--- config.mk ---
export PLATFORM = sky130hd
export DESIGN_NAME = pcileech_tlp_rx_unpack64_flat
export DESIGN_NICKNAME = d
export VERILOG_FILES = /design/src/rtl/pcileech_tlp_rx_unpack64_pkg.sv /design/src/rtl/pcileech_tlp_rx_unpack64_if.sv /design/src/rtl/pcileech_tlp_rx_unpack64.sv /design/src/flat_wrapper.sv
export SDC_FILE = /design/constraint.sdc
export NUM_CORES = 1
export LEC_CHECK = 0
export BUFFER_PORTS_ARGS = -buffer_cell sky130_fd_sc_hd__buf_2
export CAP_MARGIN = 20
export CORE_MARGIN = 10
export CORE_UTILIZATION = 44
export CTS_CLUSTER_DIAMETER = 80
export DETAILED_ROUTE_END_ITERATION = 10
export PLACE_DENSITY_LB_ADDON = 0.08
export SETUP_SLACK_MARGIN = 0.1
export SKIP_LAST_GASP = 1
export SYNTH_ARGS = -nofsm -noshare
export SYNTH_HDL_FRONTEND = slang
export SYNTH_SLANG_ARGS = --single-unit
--- constraint.sdc ---
create_clock -name clk_pcie -period 2.72 [get_ports clk_pcie]
set_input_delay 0.544 -clock clk_pcie [delete_from_list [all_inputs] [get_ports clk_pcie]]
set_output_delay 0.544 -clock clk_pcie [all_outputs]
set_load 0.005 [all_outputs]
--- src/rtl/pcileech_tlp_rx_unpack64_pkg.sv ---
// Shared types and constants for the 64-bit RX beat to 32-bit DW unpacker.
package pcileech_tlp_pkg;

  localparam int unsigned DW_W   = 32;
  localparam int unsigned BEAT_W = 64;

  typedef enum logic {
    S_PASS    = 1'b0,
    S_DISCARD = 1'b1
  } rx_state_e;

  typedef struct packed {
    logic [BEAT_W-1:0] data;
    logic [1:0]        n;
    logic              last;
  } rx_beat_t;

  // Only a last beat may carry a single DW; its upper DW is then flagged by keep byte 4.
  function automatic logic [1:0] beat_dw_count(input logic tlast, input logic keep_hi);
    return (tlast && !keep_hi) ? 2'd1 : 2'd2;
  endfunction

endpackage

--- src/rtl/pcileech_tlp_rx_unpack64_if.sv ---
// Beat-in / DW-out handshake bundle; 'slave' is the unpacker's view, 'master' the surroundings.
interface pcileech_tlp_rx_unpack64_if;
  import pcileech_tlp_pkg::*;

  logic [BEAT_W-1:0] m_axis_rx_tdata;
  logic [7:0]        m_axis_rx_tkeep;
  logic              m_axis_rx_tlast;
  logic              m_axis_rx_tvalid;
  logic              m_axis_rx_tready;

  logic [DW_W-1:0]   rx_dw_data;
  logic              rx_dw_valid;
  logic              rx_dw_first;
  logic              rx_dw_last;
  logic              rx_dw_ready;

  modport slave (
    input  m_axis_rx_tdata, m_axis_rx_tkeep, m_axis_rx_tlast, m_axis_rx_tvalid,
    output m_axis_rx_tready,
    output rx_dw_data, rx_dw_valid, rx_dw_first, rx_dw_last,
    input  rx_dw_ready
  );

  modport master (
    output m_axis_rx_tdata, m_axis_rx_tkeep, m_axis_rx_tlast, m_axis_rx_tvalid,
    input  m_axis_rx_tready,
    input  rx_dw_data, rx_dw_valid, rx_dw_first, rx_dw_last,
    output rx_dw_ready
  );

endinterface

--- src/rtl/pcileech_tlp_rx_unpack64.sv ---
// Unpacks 64-bit PCIe RX beats into a DW stream, truncating TLPs longer than MAX_DW.
// Optional statistics counters are built when PCILEECH_TLP_RX_STATS_EN is defined.
module pcileech_tlp_rx_unpack64
  import pcileech_tlp_pkg::*;
#(
  parameter int unsigned MAX_DW = 1028,
  parameter int unsigned STAT_W = 32
) (
  input  logic                     clk_pcie,
  input  logic                     rst,
  pcileech_tlp_rx_unpack64_if.slave bus,
  output logic                     err_oversize,
  output logic [STAT_W-1:0]        stat_tlp_count,
  output logic [STAT_W-1:0]        stat_trunc_count
);

  localparam int unsigned          CNT_W    = $clog2(MAX_DW + 1);
  localparam logic [CNT_W-1:0]     CNT_LAST = CNT_W'(MAX_DW - 1);

  rx_state_e        state;
  rx_beat_t         buf_q;
  logic             buf_full;
  logic             ptr;
  logic             first_pend;
  logic             out_en;
  logic [CNT_W-1:0] dw_cnt;

  logic ptr_at_end;
  logic nat_last;
  logic at_max;
  logic force_trunc;
  logic dw_valid;
  logic dw_last;
  logic dw_acc;
  logic tready;
  logic beat_acc;
  logic unused_keep;

  always_comb begin
    ptr_at_end  = ({1'b0, ptr} == (buf_q.n - 2'd1));
    nat_last    = buf_q.last & ptr_at_end;
    at_max      = (dw_cnt == CNT_LAST);
    force_trunc = at_max & ~nat_last;
    dw_valid    = (state == S_PASS) & buf_full;
    dw_last     = dw_valid & (nat_last | at_max);
    dw_acc      = dw_valid & bus.rx_dw_ready;
    // out_en holds tready low until the first clock after reset; refill is allowed
    // in the same cycle the final buffered DW leaves, but never on a forced last.
    tready      = out_en & ((state == S_DISCARD) | ~buf_full |
                            (dw_acc & ptr_at_end & ~force_trunc));
    beat_acc    = bus.m_axis_rx_tvalid & tready;
  end

  assign unused_keep = ^{bus.m_axis_rx_tkeep[7:5], bus.m_axis_rx_tkeep[3:0]};

  assign bus.m_axis_rx_tready = tready;
  assign bus.rx_dw_valid      = dw_valid;
  assign bus.rx_dw_data       = dw_valid ? (ptr ? buf_q.data[63:32] : buf_q.data[31:0]) : '0;
  assign bus.rx_dw_first      = dw_valid & first_pend;
  assign bus.rx_dw_last       = dw_last;

  always_ff @(posedge clk_pcie or posedge rst) begin
    if (rst) begin
      state        <= S_PASS;
      buf_q        <= '0;
      buf_full     <= 1'b0;
      ptr          <= 1'b0;
      first_pend   <= 1'b1;
      out_en       <= 1'b0;
      dw_cnt       <= '0;
      err_oversize <= 1'b0;
    end else begin
      out_en       <= 1'b1;
      err_oversize <= dw_acc & force_trunc;
      case (state)
        S_PASS: begin
          if (dw_acc) begin
            if (dw_last) begin
              dw_cnt     <= '0;
              first_pend <= 1'b1;
            end else begin
              dw_cnt     <= dw_cnt + 1'b1;
              first_pend <= 1'b0;
            end
            if (ptr_at_end | force_trunc) begin
              buf_full <= 1'b0;
              ptr      <= 1'b0;
            end else begin
              ptr <= 1'b1;
            end
            // Remaining beats of a truncated TLP are still upstream unless its tlast is buffered.
            if (force_trunc & ~buf_q.last)
              state <= S_DISCARD;
          end
          if (beat_acc) begin
            buf_q.data <= bus.m_axis_rx_tdata;
            buf_q.n    <= beat_dw_count(bus.m_axis_rx_tlast, bus.m_axis_rx_tkeep[4]);
            buf_q.last <= bus.m_axis_rx_tlast;
            buf_full   <= 1'b1;
            ptr        <= 1'b0;
          end
        end
        S_DISCARD: begin
          if (beat_acc & bus.m_axis_rx_tlast)
            state <= S_PASS;
        end
        default: state <= S_PASS;
      endcase
    end
  end

`ifdef PCILEECH_TLP_RX_STATS_EN
  always_ff @(posedge clk_pcie or posedge rst) begin
    if (rst) begin
      stat_tlp_count   <= '0;
      stat_trunc_count <= '0;
    end else begin
      if (dw_acc & dw_last)
        stat_tlp_count <= stat_tlp_count + 1'b1;
      if (dw_acc & force_trunc)
        stat_trunc_count <= stat_trunc_count + 1'b1;
    end
  end
`else
  assign stat_tlp_count   = '0;
  assign stat_trunc_count = '0;
`endif

endmodule

--- src/flat_wrapper.sv ---
// flat-port wrapper written by rule: the top's interface ports become plain ports
module pcileech_tlp_rx_unpack64_flat import pcileech_tlp_pkg::*;
#(
  parameter int unsigned MAX_DW = 1028,
  parameter int unsigned STAT_W = 32
)
  (clk_pcie, rst, err_oversize, stat_tlp_count, stat_trunc_count, bus_m_axis_rx_tdata, bus_m_axis_rx_tkeep, bus_m_axis_rx_tlast, bus_m_axis_rx_tvalid, bus_m_axis_rx_tready, bus_rx_dw_data, bus_rx_dw_valid, bus_rx_dw_first, bus_rx_dw_last, bus_rx_dw_ready);
  pcileech_tlp_rx_unpack64_if bus_i ();
  input  logic clk_pcie;
  input  logic rst;
  output logic err_oversize;
  output logic [STAT_W-1:0] stat_tlp_count;
  output logic [STAT_W-1:0] stat_trunc_count;
  input wire logic [$bits(bus_i.m_axis_rx_tdata)-1:0] bus_m_axis_rx_tdata;
  input wire logic [$bits(bus_i.m_axis_rx_tkeep)-1:0] bus_m_axis_rx_tkeep;
  input wire logic [$bits(bus_i.m_axis_rx_tlast)-1:0] bus_m_axis_rx_tlast;
  input wire logic [$bits(bus_i.m_axis_rx_tvalid)-1:0] bus_m_axis_rx_tvalid;
  output wire logic [$bits(bus_i.m_axis_rx_tready)-1:0] bus_m_axis_rx_tready;
  output wire logic [$bits(bus_i.rx_dw_data)-1:0] bus_rx_dw_data;
  output wire logic [$bits(bus_i.rx_dw_valid)-1:0] bus_rx_dw_valid;
  output wire logic [$bits(bus_i.rx_dw_first)-1:0] bus_rx_dw_first;
  output wire logic [$bits(bus_i.rx_dw_last)-1:0] bus_rx_dw_last;
  input wire logic [$bits(bus_i.rx_dw_ready)-1:0] bus_rx_dw_ready;
  assign bus_i.m_axis_rx_tdata = bus_m_axis_rx_tdata;
  assign bus_i.m_axis_rx_tkeep = bus_m_axis_rx_tkeep;
  assign bus_i.m_axis_rx_tlast = bus_m_axis_rx_tlast;
  assign bus_i.m_axis_rx_tvalid = bus_m_axis_rx_tvalid;
  assign bus_m_axis_rx_tready = bus_i.m_axis_rx_tready;
  assign bus_rx_dw_data = bus_i.rx_dw_data;
  assign bus_rx_dw_valid = bus_i.rx_dw_valid;
  assign bus_rx_dw_first = bus_i.rx_dw_first;
  assign bus_rx_dw_last = bus_i.rx_dw_last;
  assign bus_i.rx_dw_ready = bus_rx_dw_ready;
  pcileech_tlp_rx_unpack64 #(.MAX_DW(MAX_DW), .STAT_W(STAT_W)) u_core (.clk_pcie(clk_pcie), .rst(rst), .bus(bus_i), .err_oversize(err_oversize), .stat_tlp_count(stat_tlp_count), .stat_trunc_count(stat_trunc_count));
endmodule
==> flow_results.org <==
** Outcome
- The run finished with clean final reports.

** Power and ir drop
- In this run, the clock network consumes approximately 18% of the power.
- Switching Fraction :: about a third
- Seq pwr share :: between 30% and 40%
- Comb pwr share :: a little over two fifths
- Internal power comes to between 0.003 and 0.004 W.
- Maximum vdd ir drop :: roughly 0.44 mV
- After layout, the design draws a total of 0.005631 W.
- Dividing total power by cell area gives a power density of around 1100 nW/um^2.
- For this design the static power due to leakage is ~2.6 nW.
- Summed over all nets, the switching power comes to around 0.0019 W.

** Final layout
- Fin nets :: approximately 570
- P&R area growth vs syn :: 15.61%
- Utilization of the core after routing :: between 50% and 60%
- Post-Layout Cell Count :: between 600 and 700
- The number of antenna diodes in the final layout is 0.
- Share of layout cells above drive strength 1 :: roughly two fifths

** Synth
- In this run the mean area of a mapped cell was between 10 and 15 sq um.
- The synthesized design spends more area on one cell type than any other, namely sky130_fd_sc_hd__dfrtp_1.
- Xor/xnor share of the synthesized area :: 1.154%
- The Yosys step of the flow raised 0 warnings.
- In this run the cell area of the synthesized design comes to roughly 4600 sq um.
- Summing the areas of all fa, ha and maj instances in the mapped netlist gives 0.2748% of the synthesized area.
- In the synthesized netlist, the number of instances is around 380.
- In the post-synthesis netlist, the biggest area contributors are sky130_fd_sc_hd__dfrtp_1 46%, sky130_fd_sc_hd__mux2_4 13%, sky130_fd_sc_hd__buf_4 11%.
- Fraction of the mapped netlist area in simple logic gates :: roughly 9%
- After synthesis, the share of flip-flops with an asynchronous set or reset is 100.0%.
- EDFF count, synth :: 0
- Post-synthesis compound-gate area fraction :: under 10%
- Post-synthesis mux area share :: a little over a quarter
- The synthesized netlist contains 42 unique library cells.
- Counting instances in the post-synthesis netlist gives the leading cell types as 83 x sky130_fd_sc_hd__dfrtp_1, 65 x sky130_fd_sc_hd__buf_4, 42 x sky130_fd_sc_hd__nor2_1, 39 x sky130_fd_sc_hd__mux2_4, 32 x sky130_fd_sc_hd__mux2i_1.
- Summed over its instances, the top area cell type makes up 45.62% of the synthesized netlist area.
- Number of synthesized register bits :: 84
- Among all flip-flop cells after synthesis, the most frequent one is sky130_fd_sc_hd__dfrtp_1.
- Most used standard cell by instance count after synthesis :: sky130_fd_sc_hd__dfrtp_1
- Register area share after synthesis :: between 40% and 50%
- Combinational family with the most area after synthesis :: multiplexers

** Floorplanning
- Initial Util :: roughly 45%
- The die is ~120 um tall.
- Core region area :: between 10000 and 15000 sq um
- The die covers 14820 sq um.
- roughly 180 I/O pins were placed.
- Die Wd :: ~120 um
- In this run the core area contains 37 standard-cell rows.

** Global routing
- Global-route total usage across every layer :: 13.63%
- Number of antenna violations at the first check in global routing :: 1
- Sum of overflow across all layers after global routing :: 0
- Maximum number of pins on one net before global-route repair :: 85
- First-pass GRT wire length :: roughly 17 mm
- The number of global-route vias before repair came to about 3200.

** Clock network
- The clock net in this run drives a total of 84 sinks.
- Buffers inserted to repair hold after CTS numbered 0.
- Buffers added to address setup during post-CTS repair amount to 0.
- The H-tree generated during clock tree synthesis spans 3 levels.
- TritonCTS built the clock tree.
- The tree is rooted in a sky130_fd_sc_hd__clkbuf_8.
- After clock tree synthesis, the clock-pin slew on the worst setup and hold paths is around 90 ps.
- Post-cts sizing count :: 0
- The number of clock buffers added by TritonCTS is 9.
- Counting along the longest clock path gives a buffer depth of 2.
- Clock insertion delay at the later pin of the skew report :: between 300 and 400 ps

** Route
- The detail route stage leaves a number of antenna-violating nets equal to 0.
- After detailed routing, the number of vias per cell comes to 4.578.
- Average wire per standard cell :: around 16 um
- Residual DRC :: 0
- Routed via count :: between 2000 and 3000
- Violation count after the first detailed-route iteration :: 114
- For this run, the detailed router's first-pass iteration total came to 4.
- Final routed wirelength across all metal layers :: approximately 10 mm

** Setup path
- Of all nets on the critical path, the largest fanout is 5.
- STA classifies the critical path startpoint as a register.
- The critical path is of the register to primary output type.
- Worst flop-to-flop path startpoint :: u_core.dw_cnt[0]$_DFFE_PP0P_
- The worst register-to-register path ends at u_core.buf_q[49]$_DFFE_PP0P_.
- The critical path starts at u_core.dw_cnt[7]$_DFFE_PP0P_.
- Flop2flop setup slack :: 530 ps
- Data required time at the worst endpoint :: around 2200 ps
- Cells on worst reg2reg path :: 6
- The worst setup path is captured at a primary output.
- Data on the critical path arrives at its endpoint at around 1800 ps.

** Min path
- Min-Delay Path Class :: input pin to async pin

** STA
- Number of hold-slack violations in the final timing report :: 0
- Setup repair after global routing left no endpoint under its margin.
- Post-layout minimum cycle time :: between 2000 and 2500 ps
- On the final layout, the worst clock skew is 11.19 ps.
- Summed over all failing endpoints, the final setup total negative slack is 0 ps.
- In the finished design, the share of the clock period the worst path needs comes to between 80% and 90%.
- Final worst-path setup slack :: approximately 380 ps
- Setup violations remaining at the end of the flow were counted as 0.
- Number of pins exceeding their max-slew limit in the final report :: 0
- Based on the critical path, the design can be clocked at up to 427.9 MHz.

** Place
- Final estimated routing congestion in global placement :: 0.7818
- Number of port buffers :: 106
- In this run, placement finished with an instance count of 616.
- Detailed placement finished with a half-perimeter wire length of ~7.5 mm.
- Timing analysis after detailed placement gives a worst setup slack of 497.6 ps.

** Run
- Across the run, the number of max-cap violations was 0.
## registers in the layout, summed over array words and instances (netlist names)
name,count
u_core.out_en,1
u_core.dw_cnt,11
u_core.buf_q,67
u_core.first_pend,1
u_core.buf_full,1
u_core.err_oversize,1
u_core.ptr,1
u_core.state,1
## worst max path at each step
stage,to,slack [ps],depth (start not counted)
detailed placement,u_core.buf_q[52]$_DFFE_PP0P_,500,6
floorplan,u_core.buf_q[10]$_DFFE_PP0P_,860,7
global placement,u_core.buf_q[56]$_DFFE_PP0P_,500,6
CTS,bus_m_axis_rx_tready,350,5
finish,bus_m_axis_rx_tready,380,4
global route,bus_m_axis_rx_tready,250,4
## critical path, stage by stage (launching register included)
cell and delay [ps]:
sky130_fd_sc_hd__dfrtp_1 430, sky130_fd_sc_hd__nor4b_1 390, sky130_fd_sc_hd__and4_1 410, sky130_fd_sc_hd__nor3b_1 90, sky130_fd_sc_hd__buf_2 130
## cells by family (layout without fill, tap and decap cells)
logic type,Yosys count,after routing
xor+xnor,6,6
simple gates,82,82
compound gates,22,22
fa+ha+maj,1,1
flops,84,84
other cells,2,65
buf+inv,87,139
mux,97,97
## layer usage
layer / GRT usage (%) / wire [um] / share of wire (%)
met1: 16.61 / 4381 / 43
met2: 22.06 / 4756 / 47
met3: 5.273 / 907 / 8.9
met4: 3.800 / 114 / 1.1
met5: 0 / 11 / 0.11
## power by group through the flow
stage | logic (W) | registers (W) | clock network, W
after floorplan | 0.00182 | 0.00211 | 0
after global placement | 0.00241 | 0.00221 | 0
after detailed placement | 0.00244 | 0.00223 | 0
after CTS | 0.00245 | 0.00221 | 0.00106
after global routing | 0.00265 | 0.00230 | 0.00112
final | 0.00239 | 0.00221 | 0.00103
## cells in the final DEF (no fill, tap or decap), types with 4 or more instances in the layout
cell type                    n
sky130_fd_sc_hd__buf_2     106
sky130_fd_sc_hd__buf_4       7
sky130_fd_sc_hd__clkbuf_8   10
sky130_fd_sc_hd__conb_1     65
sky130_fd_sc_hd__dfrtp_1    82
sky130_fd_sc_hd__inv_1       6
sky130_fd_sc_hd__mux2_2     26
sky130_fd_sc_hd__mux2_4     39
sky130_fd_sc_hd__mux2i_1    32
sky130_fd_sc_hd__nand2_1     6
sky130_fd_sc_hd__nand3_1     5
sky130_fd_sc_hd__nor2_1     41
sky130_fd_sc_hd__nor3_1      5
sky130_fd_sc_hd__nor3b_1     4
sky130_fd_sc_hd__o21ai_0     6
sky130_fd_sc_hd__o31ai_1     5
sky130_fd_sc_hd__xnor2_1     6
## cell type report
| class | instances | area (sq um) |
|---|---|---|
| multi-input cells | 273 | 2085 |
| inverters | 7 | 30.03 |
| clock buffers | 10 | 137.6 |
| well taps | 136 | 170.2 |
| clock inverters | 6 | 93.84 |
| fillers | 955 | 4921 |
| repair buffers | 116 | 643.1 |
| flip-flops and latches | 84 | 2105 |
## per-stage QoR
stage	hold slack (ps)	instance area, sq um
floorplan	464.1	4793
global placement	477.1	5032
detailed placement	489.2	5032
CTS	331.3	5264
global route	344.7	5264
finish	317.9	5264
Note: power is estimated with default switching activity, not from simulation.
